[src/rtl/dot_product_seq_pkg.sv]
// Shared constants for the dot-product sequencer: ALU opcodes, data width, FSM states.
// Latency: n/a (declarations only).
// Backpressure: n/a.
package dot_product_seq_pkg;

  localparam int DP_DATA_W = 16;
  localparam int DP_ADDR_W = 8;

  // 3-bit ALU opcodes; the 4-bit alu_control bus carries these with bit 3 tied low
  localparam logic [2:0] OP_NO_OPERATION = 3'b000;
  localparam logic [2:0] OP_MUL          = 3'b001;
  localparam logic [2:0] OP_ADD          = 3'b010;
  localparam logic [2:0] OP_SUB          = 3'b011;
  localparam logic [2:0] OP_DIV          = 3'b100;

  typedef enum logic [2:0] {
    ST_IDLE    = 3'd0,
    ST_RD_A    = 3'd1,
    ST_RD_B    = 3'd2,
    ST_LATCH_B = 3'd3,
    ST_MUL     = 3'd4,
    ST_ADD     = 3'd5,
    ST_ACC     = 3'd6,
    ST_DONE    = 3'd7
  } state_t;

endpackage

[src/rtl/dot_product_seq_if.sv]
// Bundle of the sequencer's control handshake, operand-memory and ALU signals.
// Latency: n/a (wires only).
// Backpressure: none; start is simply ignored while the sequencer is busy.
interface dot_product_seq_if #(
  parameter int ADDR_W = 8,
  parameter int DATA_W = 16
);
  logic              start;
  logic [ADDR_W-1:0] base_a;
  logic [ADDR_W-1:0] base_b;
  logic [ADDR_W-1:0] stride_b;
  logic [ADDR_W-1:0] mem_addr;
  logic [DATA_W-1:0] mem_rd_data;
  logic [DATA_W-1:0] alu_in1;
  logic [DATA_W-1:0] alu_in2;
  logic [3:0]        alu_control;
  logic [DATA_W-1:0] alu_out;
  logic              busy;
  logic              done;
  logic [DATA_W-1:0] result;

  // the sequencer itself
  modport master (
    input  start, base_a, base_b, stride_b, mem_rd_data, alu_out,
    output mem_addr, alu_in1, alu_in2, alu_control, busy, done, result
  );

  // requester, operand memory and ALU
  modport slave (
    output start, base_a, base_b, stride_b, mem_rd_data, alu_out,
    input  mem_addr, alu_in1, alu_in2, alu_control, busy, done, result
  );
endinterface

[src/rtl/dot_product_seq.sv]
// Computes sum A[k]*B[k] over VEC_LEN pairs by time-sharing an external registered ALU.
// Latency: done pulses 6*VEC_LEN+1 cycles after start is sampled in IDLE.
// Backpressure: start is ignored unless idle; no queuing of requests.
module dot_product_seq
  import dot_product_seq_pkg::*;
#(
  parameter int VEC_LEN = 3,
  parameter int ADDR_W  = DP_ADDR_W,
  parameter int DATA_W  = DP_DATA_W
) (
  input  logic              clk,
  input  logic              rst,
  dot_product_seq_if.master bus
);

  localparam int K_W = (VEC_LEN > 1) ? $clog2(VEC_LEN) : 1;
  localparam logic [K_W-1:0] K_LAST = K_W'(VEC_LEN - 1);

  state_t            state, state_nxt;
  logic [ADDR_W-1:0] a_ptr, b_ptr, stride;
  logic [DATA_W-1:0] opa, opb, acc, result_q;
  logic [DATA_W-1:0] in1_q, in2_q;
  logic [K_W-1:0]    k;

  // State register plus datapath registers that update on specific states
  always_ff @(posedge clk) begin
    if (rst) begin
      state    <= ST_IDLE;
      a_ptr    <= '0;
      b_ptr    <= '0;
      stride   <= '0;
      opa      <= '0;
      opb      <= '0;
      acc      <= '0;
      result_q <= '0;
      in1_q    <= '0;
      in2_q    <= '0;
      k        <= '0;
    end else begin
      state <= state_nxt;
      // ALU operands hold their last driven value outside MUL/ADD
      in1_q <= bus.alu_in1;
      in2_q <= bus.alu_in2;
      case (state)
        ST_IDLE: begin
          if (bus.start) begin
            a_ptr  <= bus.base_a;
            b_ptr  <= bus.base_b;
            stride <= bus.stride_b;
            k      <= '0;
            acc    <= '0;
          end
        end
        ST_RD_B:    opa <= bus.mem_rd_data;
        ST_LATCH_B: opb <= bus.mem_rd_data;
        ST_ACC: begin
          // ALU is under NO_OPERATION here, so alu_out still holds the ADD result
          acc   <= bus.alu_out;
          a_ptr <= a_ptr + ADDR_W'(1);
          b_ptr <= b_ptr + stride;
          if (k == K_LAST) begin
            // result lands together with acc so it is valid while done is high
            result_q <= bus.alu_out;
          end else begin
            k <= k + K_W'(1);
          end
        end
        default: ;
      endcase
    end
  end

  // Next-state and output decode
  always_comb begin
    state_nxt       = state;
    bus.mem_addr    = '0;
    bus.alu_in1     = in1_q;
    bus.alu_in2     = in2_q;
    bus.alu_control = {1'b0, OP_NO_OPERATION};
    bus.busy        = (state != ST_IDLE);
    bus.done        = 1'b0;
    case (state)
      ST_IDLE: begin
        if (bus.start) state_nxt = ST_RD_A;
      end
      ST_RD_A: begin
        bus.mem_addr = a_ptr;
        state_nxt    = ST_RD_B;
      end
      ST_RD_B: begin
        bus.mem_addr = b_ptr;
        state_nxt    = ST_LATCH_B;
      end
      ST_LATCH_B: state_nxt = ST_MUL;
      ST_MUL: begin
        bus.alu_in1     = opa;
        bus.alu_in2     = opb;
        bus.alu_control = {1'b0, OP_MUL};
        state_nxt       = ST_ADD;
      end
      ST_ADD: begin
        bus.alu_in1     = bus.alu_out;
        bus.alu_in2     = acc;
        bus.alu_control = {1'b0, OP_ADD};
        state_nxt       = ST_ACC;
      end
      ST_ACC: state_nxt = (k == K_LAST) ? ST_DONE : ST_RD_A;
      ST_DONE: begin
        bus.done  = 1'b1;
        state_nxt = ST_IDLE;
      end
      default: state_nxt = ST_IDLE;
    endcase
  end

  assign bus.result = result_q;

endmodule

[src/flat_wrapper.sv]
// flat-port wrapper written by rule: the top's interface ports become plain ports
module dot_product_seq_flat import dot_product_seq_pkg::*;
#(
  parameter int VEC_LEN = 3,
  parameter int ADDR_W  = DP_ADDR_W,
  parameter int DATA_W  = DP_DATA_W
)
  (clk, rst, bus_start, bus_base_a, bus_base_b, bus_stride_b, bus_mem_rd_data, bus_alu_out, bus_mem_addr, bus_alu_in1, bus_alu_in2, bus_alu_control, bus_busy, bus_done, bus_result);
  dot_product_seq_if #(.ADDR_W(ADDR_W), .DATA_W(DATA_W)) bus_i ();
  input  logic clk;
  input  logic rst;
  input wire logic [$bits(bus_i.start)-1:0] bus_start;
  input wire logic [$bits(bus_i.base_a)-1:0] bus_base_a;
  input wire logic [$bits(bus_i.base_b)-1:0] bus_base_b;
  input wire logic [$bits(bus_i.stride_b)-1:0] bus_stride_b;
  input wire logic [$bits(bus_i.mem_rd_data)-1:0] bus_mem_rd_data;
  input wire logic [$bits(bus_i.alu_out)-1:0] bus_alu_out;
  output wire logic [$bits(bus_i.mem_addr)-1:0] bus_mem_addr;
  output wire logic [$bits(bus_i.alu_in1)-1:0] bus_alu_in1;
  output wire logic [$bits(bus_i.alu_in2)-1:0] bus_alu_in2;
  output wire logic [$bits(bus_i.alu_control)-1:0] bus_alu_control;
  output wire logic [$bits(bus_i.busy)-1:0] bus_busy;
  output wire logic [$bits(bus_i.done)-1:0] bus_done;
  output wire logic [$bits(bus_i.result)-1:0] bus_result;
  assign bus_i.start = bus_start;
  assign bus_i.base_a = bus_base_a;
  assign bus_i.base_b = bus_base_b;
  assign bus_i.stride_b = bus_stride_b;
  assign bus_i.mem_rd_data = bus_mem_rd_data;
  assign bus_i.alu_out = bus_alu_out;
  assign bus_mem_addr = bus_i.mem_addr;
  assign bus_alu_in1 = bus_i.alu_in1;
  assign bus_alu_in2 = bus_i.alu_in2;
  assign bus_alu_control = bus_i.alu_control;
  assign bus_busy = bus_i.busy;
  assign bus_done = bus_i.done;
  assign bus_result = bus_i.result;
  dot_product_seq #(.VEC_LEN(VEC_LEN), .ADDR_W(ADDR_W), .DATA_W(DATA_W)) u_core (.clk(clk), .rst(rst), .bus(bus_i));
endmodule
[config.mk]
export PLATFORM = sky130hd
export DESIGN_NAME = dot_product_seq_flat
export DESIGN_NICKNAME = d
export VERILOG_FILES = /design/src/rtl/dot_product_seq_pkg.sv /design/src/rtl/dot_product_seq_if.sv /design/src/rtl/dot_product_seq.sv /design/src/flat_wrapper.sv
export SDC_FILE = /design/constraint.sdc
export NUM_CORES = 1
export LEC_CHECK = 0
export ABC_AREA = 1
export CAP_MARGIN = 20
export CORE_MARGIN = 1
export CORE_UTILIZATION = 38
export CTS_CLUSTER_DIAMETER = 200
export DETAILED_ROUTE_END_ITERATION = 6
export PLACE_DENSITY = 0.61
export SLEW_MARGIN = 20
export SYNTH_ARGS = -nofsm -noshare
export SYNTH_HDL_FRONTEND = slang
export SYNTH_SLANG_ARGS = --single-unit
[constraint.sdc]
create_clock -name clk -period 1.7 [get_ports clk]
set_input_delay 0.34 -clock clk [delete_from_list [all_inputs] [get_ports clk]]
set_output_delay 0.34 -clock clk [all_outputs]
set_load 0.01 [all_outputs]
* Word-level counts from Yosys, hierarchy flattened *
Cells that the tools add are included.

storage, ports and cells
  register bits = 125
  input bits = 59
  output and inout bits = 62
  word-level logic and storage cells = 48

cells by class
  add/subtract/negate cells = 3
  eq/ne operators = 10
  muxes and demuxes = 17
  reductions and logical operators = 7

operators by type and width
  cell                 number
  $pmux 16 s2          3
  $pmux 8 s2           3
  $pmux 3 s8           1
  $mux 16              1
  $mux 8               2
  $eq 3x3->1 const B   4
  $add 8x1->8 const B  1
  $add 8x8->8          1
  $pmux 2 s2           2
  $eq 3x2->1 const B   2
  $mux 3               2
  $reduce_and 2->1     3
  $mux 2               2
  $ne 2x2->1 const B   2
  $eq 3x1->1 const B   1
  $logic_not 3->1      1
  $reduce_and 3->1     1
  $reduce_bool 3->1    1
  $add 2x1->2 const B  1
  $eq 2x2->1 const B   1
  $reduce_bool 2->1    1
  $mux 1               1

* Longest topological paths before layout *
  word-level depth = 3
  gate-level depth with buffers = 12
  depth with buffers taken out = 12

* Worst setup path before layout *
OpenSTA, ideal clock, no wires.

  path kind = reg-to-output
  from = reg u_core.state[0]
  to = out bus_mem_addr[0]
  data arrival time = 1253 ps
  path slack = 107 ps
  cell stages (with the launch flop) = 6
  buffers on the path = 1
  cell sequence = dfxtp_1 > inv_2 > nor2_4 > buf_2 > nand2_1 > o21ai_0

between the ends
  longest elaborated chain between the ends = 2

ends and longest elaborated chain
  what                                      RTL line               RTL
  start, declared                           dot_product_seq.sv:19  state_t state, state_nxt;
  start signal, assigned                    dot_product_seq.sv:40  state <= state_nxt;
  $eq 3x2->1 or $eq 3x1->1 (tied branches)  dot_product_seq.sv:82  case (state)
  $pmux 8 s2 (*)                            dot_product_seq.sv:82
  end, declared                             flat_wrapper.sv:18     output wire logic [$bits(bus_i.mem_addr)-1:0] bus_mem_addr;

Every way passes the cells marked *; elsewhere a longest branch is shown, timed or not.

* Final worst setup path *
  from = reg u_core.state[0]
  to = out bus_alu_in1[4]

between the ends
  longest elaborated chain between the ends = 2

ends and longest elaborated chain
  what             RTL line               RTL
  $eq 3x3->1       dot_product_seq.sv:82
  $pmux 16 s2 (*)  dot_product_seq.sv:82
  end, declared    flat_wrapper.sv:19     output wire logic [$bits(bus_i.alu_in1)-1:0] bus_alu_in1;

Marks and branches as above.

==> implementation parameters <==
Parameter                              Value

Placement
  Last weighted congestion value of the routability-driven placer    ~0.83
  Final HPWL DP    ~12000 um
  DP Cell Count    between 1000 and 1500
  Port Buffer Count    between 100 and 150
  Cell Area, Placed    7501 um2

Routing
  Detail-routed net length per standard cell    around 15 um
  Number of DRC markers after the initial detailed-route iteration    between 400 and 500
  Antenna-violating nets left    0
  Via density per instance    roughly 5
  Remaining routing DRC violations    0
  DRT Wirelength    about 18000 um
  Via total after detailed routing    5738
  Number of optimization iterations in the first detailed-route pass    5

Power and ir drop
  Sequential Power Share    0.396
  Clk network pwr share    0.456
  Power per cell area    roughly 920 nW/um2
  Total internal power    5.968 mW
  Net switching component of the power    1.984 mW
  Total leakage power    roughly 3.8 nW
  Switching share of power    0.2495
  Portion of total power attributed to combinational logic    0.148
  Worst ir drop on vdd    between 0.7 and 0.8 mV

Floorplanning
  FP Rows    between 40 and 50
  Initial standard-cell utilization of the core    0.3885
  Horiz. Die Dim    roughly 120 um
  Area inside the core boundary    14530 um2
  Vertical extent of the die    123.9 um
  Total I/O pin count    around 120
  Die Outline Area    between 15000 and 20000 um2

CTS
  Root Buffer    sky130_fd_sc_hd__clkbuf_16
  CTS H-tree lvls    4
  Clock transition at the registers of the reported paths    around 0.06 ns
  Clock sinks    between 100 and 150
  CTS tree    yes
  TritonCTS Buffers    17
  Maximum buffer depth of the clock tree    2
  Clock Latency Late Sink    between 0.4 and 0.5 ns

Critical path
  Critical Path Start Type    flop
  Reg2reg end    u_core.in1_q[12]$_SDFF_PP0_
  Count of cell instances traversed by the critical path    10
  CP max stage delay    roughly 0.38 ns
  WP data arrival    about 1.7 ns
  Category of the worst setup path capture point    output port
  Capture point of the worst path    bus_alu_in1[4]
  CP Max Fanout    5
  Worst R2R Path Depth    16
  CP most frequent cell    sky130_fd_sc_hd__nand2_1
  Delay-heaviest family, CP    buffers and inverters
  Worst path bufs/invs    5
  Library cell contributing the largest single delay on the critical path    sky130_fd_sc_hd__dfxtp_4
  Data required time of the critical path    around 1.4 ns
  R2R setup slack    -0.28 ns
  Reg-to-Reg Start    u_core.state[0]$_SDFFE_PP0P_
  Start point of the critical path    u_core.state[0]$_SDFFE_PP0P_
  Worst path cell trace    inv_4, nor2_4, nand2_4, inv_8, clkbuf_16, nand2_1, o21ai_1, inv_1, nand2_1, buf_2
  Critical path start-end classification    flop to output port

Yosys
  Gate count after technology mapping    ~770
  Area of the mapped netlist    between 5000 and 6000 um2
  Sequential element share of the synthesized area    0.4432
  Seq cells post-synth    125
  Number of distinct library cells after synthesis    44
  Number of warnings printed during yosys synthesis    0
  Mean instance size in the synthesized netlist    7.352 um2

Run status
  Run status    finished, violations left
  Violated checks    negative setup slack

GRT
  Largest net degree at the start of global routing    61
  Via count of the first global-routing pass    5243
  Overall track demand over capacity in global routing    0.2356
  Global-route wire length before repair    27150 um
  GRT overflow    0
  Antenna violations before repair    0

Timing
  Minimum period implied by the final worst setup slack    slightly above 2 ns
  RSZ-0062 raised after global routing    true
  Setup violations, final    between 40 and 50
  Final worst-path cycle share    1.199
  Post-route clock skew    between 0.009 and 0.01 ns
  Number of pins exceeding their max-slew limit in the final report    0
  Max Freq    between 400 and 500 MHz
  Final hold viol count    0
  Setup slack after layout    -0.3376 ns

Final layout
  Area grow syn2layout    52.36%
  Total Nets Final    approximately 1100
  Final cell area excluding filler cells    around 8600 um2
  Non-filler instance count after layout    between 1000 and 1500
  Number of antenna cells inserted    0
  Ratio of cells with drive above 1 in the final layout    0.3044
  Total of fill cells in the finished design    1370

Hold path
  Hold/Removal Path Class    input port to flop

Job
  Max-capacitance violation count    0
==> stage by stage <==
stage | setup TNS [ns] | util | power (mW) | worst slack, ns | hold WS, ns
floorplan | 0 | - | 3.704 | 0.1066 | 0.4245
global placement | -12.15 | 0.5161 | 4.235 | -0.3569 | 0.4323
detailed placement | -12.23 | 0.5161 | 4.242 | -0.3665 | 0.4378
CTS | -12.94 | 0.5784 | 7.940 | -0.4076 | 0.3466
global route | -15.80 | 0.5919 | 8.237 | -0.4360 | 0.3736
finish | -11.99 | 0.5919 | 7.952 | -0.3376 | 0.3664
==> cell usage after synthesis, drive strengths merged <==
cell,number,area share
nand2,230,0.16
dfxtp,125,0.44
a21oi,99,0.094
inv,85,0.057
o21ai,64,0.057
nor2,48,0.037
buf,22,0.031
clkbuf,18,0.012
a32o,16,0.028
nand3,15,0.014
ha,9,0.020
a31oi,8,0.010
o21a,5,0.0080
or2,5,0.0055
o211ai,3,0.0040
nand3b,2,0.0027
nor3,2,0.0018
xor2,2,0.0031
a211oi,1,0.0013
and2,1,0.0011
clkinv,1,0.00089
conb,1,0.00066
fa,1,0.0035
nand4,1,0.0011
o21bai,1,0.0013
o221ai,1,0.0016
o22ai,1,0.0011
xnor2,1,0.0016
==> power groups by stage <==
stage / clock network, mW / registers (mW) / logic, mW
CTS: 3.67 / 3.14 / 1.13
global route: 3.80 / 3.16 / 1.28
detailed placement: 0 / 3.19 / 1.05
finish: 3.63 / 3.15 / 1.18
global placement: 0 / 3.19 / 1.04
floorplan: 0 / 3.18 / 0.526
==> worst reg2reg max path: cells and delay by family (launching register included) <==
kind / cells / cell delay, ns
flip-flops: 1 / 0.38
AND/OR/NAND/NOR: 3 / 0.31
AO/OA/AOI/OAI: 2 / 0.18
buffers and inverters: 11 / 1.03
==> placed cells by master (no fill, tap or decap), types with 4 or more instances in the layout <==
| cell type | Yosys | routed |
|---|---|---|
| sky130_fd_sc_hd__a21oi_1 | 89 | 89 |
| sky130_fd_sc_hd__a21oi_2 | 10 | 10 |
| sky130_fd_sc_hd__a31oi_1 | 7 | 7 |
| sky130_fd_sc_hd__a32o_1 | 16 | 4 |
| sky130_fd_sc_hd__a32o_2 | 0 | 12 |
| sky130_fd_sc_hd__buf_12 | 0 | 9 |
| sky130_fd_sc_hd__buf_2 | 7 | 38 |
| sky130_fd_sc_hd__buf_4 | 9 | 86 |
| sky130_fd_sc_hd__buf_6 | 5 | 23 |
| sky130_fd_sc_hd__clkbuf_16 | 0 | 18 |
| sky130_fd_sc_hd__clkdlybuf4s50_1 | 0 | 71 |
| sky130_fd_sc_hd__dfxtp_1 | 125 | 120 |
| sky130_fd_sc_hd__ha_1 | 9 | 8 |
| sky130_fd_sc_hd__inv_1 | 76 | 58 |
| sky130_fd_sc_hd__inv_2 | 8 | 21 |
| sky130_fd_sc_hd__inv_4 | 0 | 4 |
| sky130_fd_sc_hd__nand2_1 | 226 | 195 |
| sky130_fd_sc_hd__nand2_2 | 2 | 22 |
| sky130_fd_sc_hd__nand2_4 | 2 | 12 |
| sky130_fd_sc_hd__nand3_1 | 14 | 14 |
| sky130_fd_sc_hd__nor2_1 | 43 | 43 |
| sky130_fd_sc_hd__o21a_1 | 4 | 4 |
| sky130_fd_sc_hd__o21ai_0 | 61 | 44 |
| sky130_fd_sc_hd__o21ai_1 | 3 | 10 |
| sky130_fd_sc_hd__o21ai_2 | 0 | 9 |
| sky130_fd_sc_hd__or2_2 | 4 | 4 |
==> layer usage <==
| metal | GRT usage | up-vias | part of all wire |
|---|---|---|---|
| li1 | - | 2919 | - |
| met1 | 0.3480 | 2640 | 0.50 |
| met2 | 0.3288 | 163 | 0.42 |
| met3 | 0.05998 | 16 | 0.068 |
| met4 | 0.07887 | 0 | 0.012 |
| met5 | 0 | - | 0 |
==> cell type report <==
cell class                 instances  area (um2)  share of cell area
clock buffer                      22       464.2             0.05396
clock inverter                     7       115.1             0.01338
inverter                          86       350.3             0.04072
multi-input combinational        518        2810              0.3266
sequential                       125        2516              0.2925
tap                              184       230.2             0.02676
timing repair buffer             234        2117              0.2461
==> sequential cells by signal (all words and copies together), names as in the netlist <==
signal	flops
u_core.opa	16
u_core.bus.result	16
u_core.in2_q	16
u_core.stride	8
u_core.k	2
u_core.opb	16
u_core.state	3
u_core.in1_q	16
u_core.a_ptr	8
u_core.b_ptr	8
u_core.acc	16
==> worst min path at each step <==
stage | start | endpoint | slack [ns] | cells past startpoint
floorplan | u_core.opa[10]$_SDFFE_PP0N_ | u_core.opa[10]$_SDFFE_PP0N_ | 0.42 | 2
global placement | u_core.opa[3]$_SDFFE_PP0N_ | u_core.opa[3]$_SDFFE_PP0N_ | 0.43 | 2
detailed placement | u_core.opa[3]$_SDFFE_PP0N_ | u_core.opa[3]$_SDFFE_PP0N_ | 0.44 | 2
CTS | rst | u_core.stride[0]$_SDFFE_PP0P_ | 0.35 | 3
global route | rst | u_core.stride[3]$_SDFFE_PP0P_ | 0.37 | 3
finish | rst | u_core.stride[0]$_SDFFE_PP0P_ | 0.37 | 3
==> what timing repair did <==
item                                    CTS  global route
resized for setup                       248            79
hold buffers                              0             0
cloned                                    2             1
pin swaps                                 6            19
endpoints found under the setup margin   46            52
buffers inserted                         42             8
==> kinds of logic (layout without fill, tap and decap cells) <==
logic type | after synthesis | count (layout) | share of synthesized area
buffers and inverters | 126 | 349 | 0.1010
DFF | 125 | 125 | 0.4432
adders and majority gates | 10 | 10 | 0.02349
and+or+nand+nor | 304 | 304 | 0.2203
other | 1 | 2 | 0.0006641
xor gates and xnor gates | 3 | 3 | 0.004654
AOI/OAI and AO/OA | 199 | 199 | 0.2067
Power figures use the tool's default switching activity.
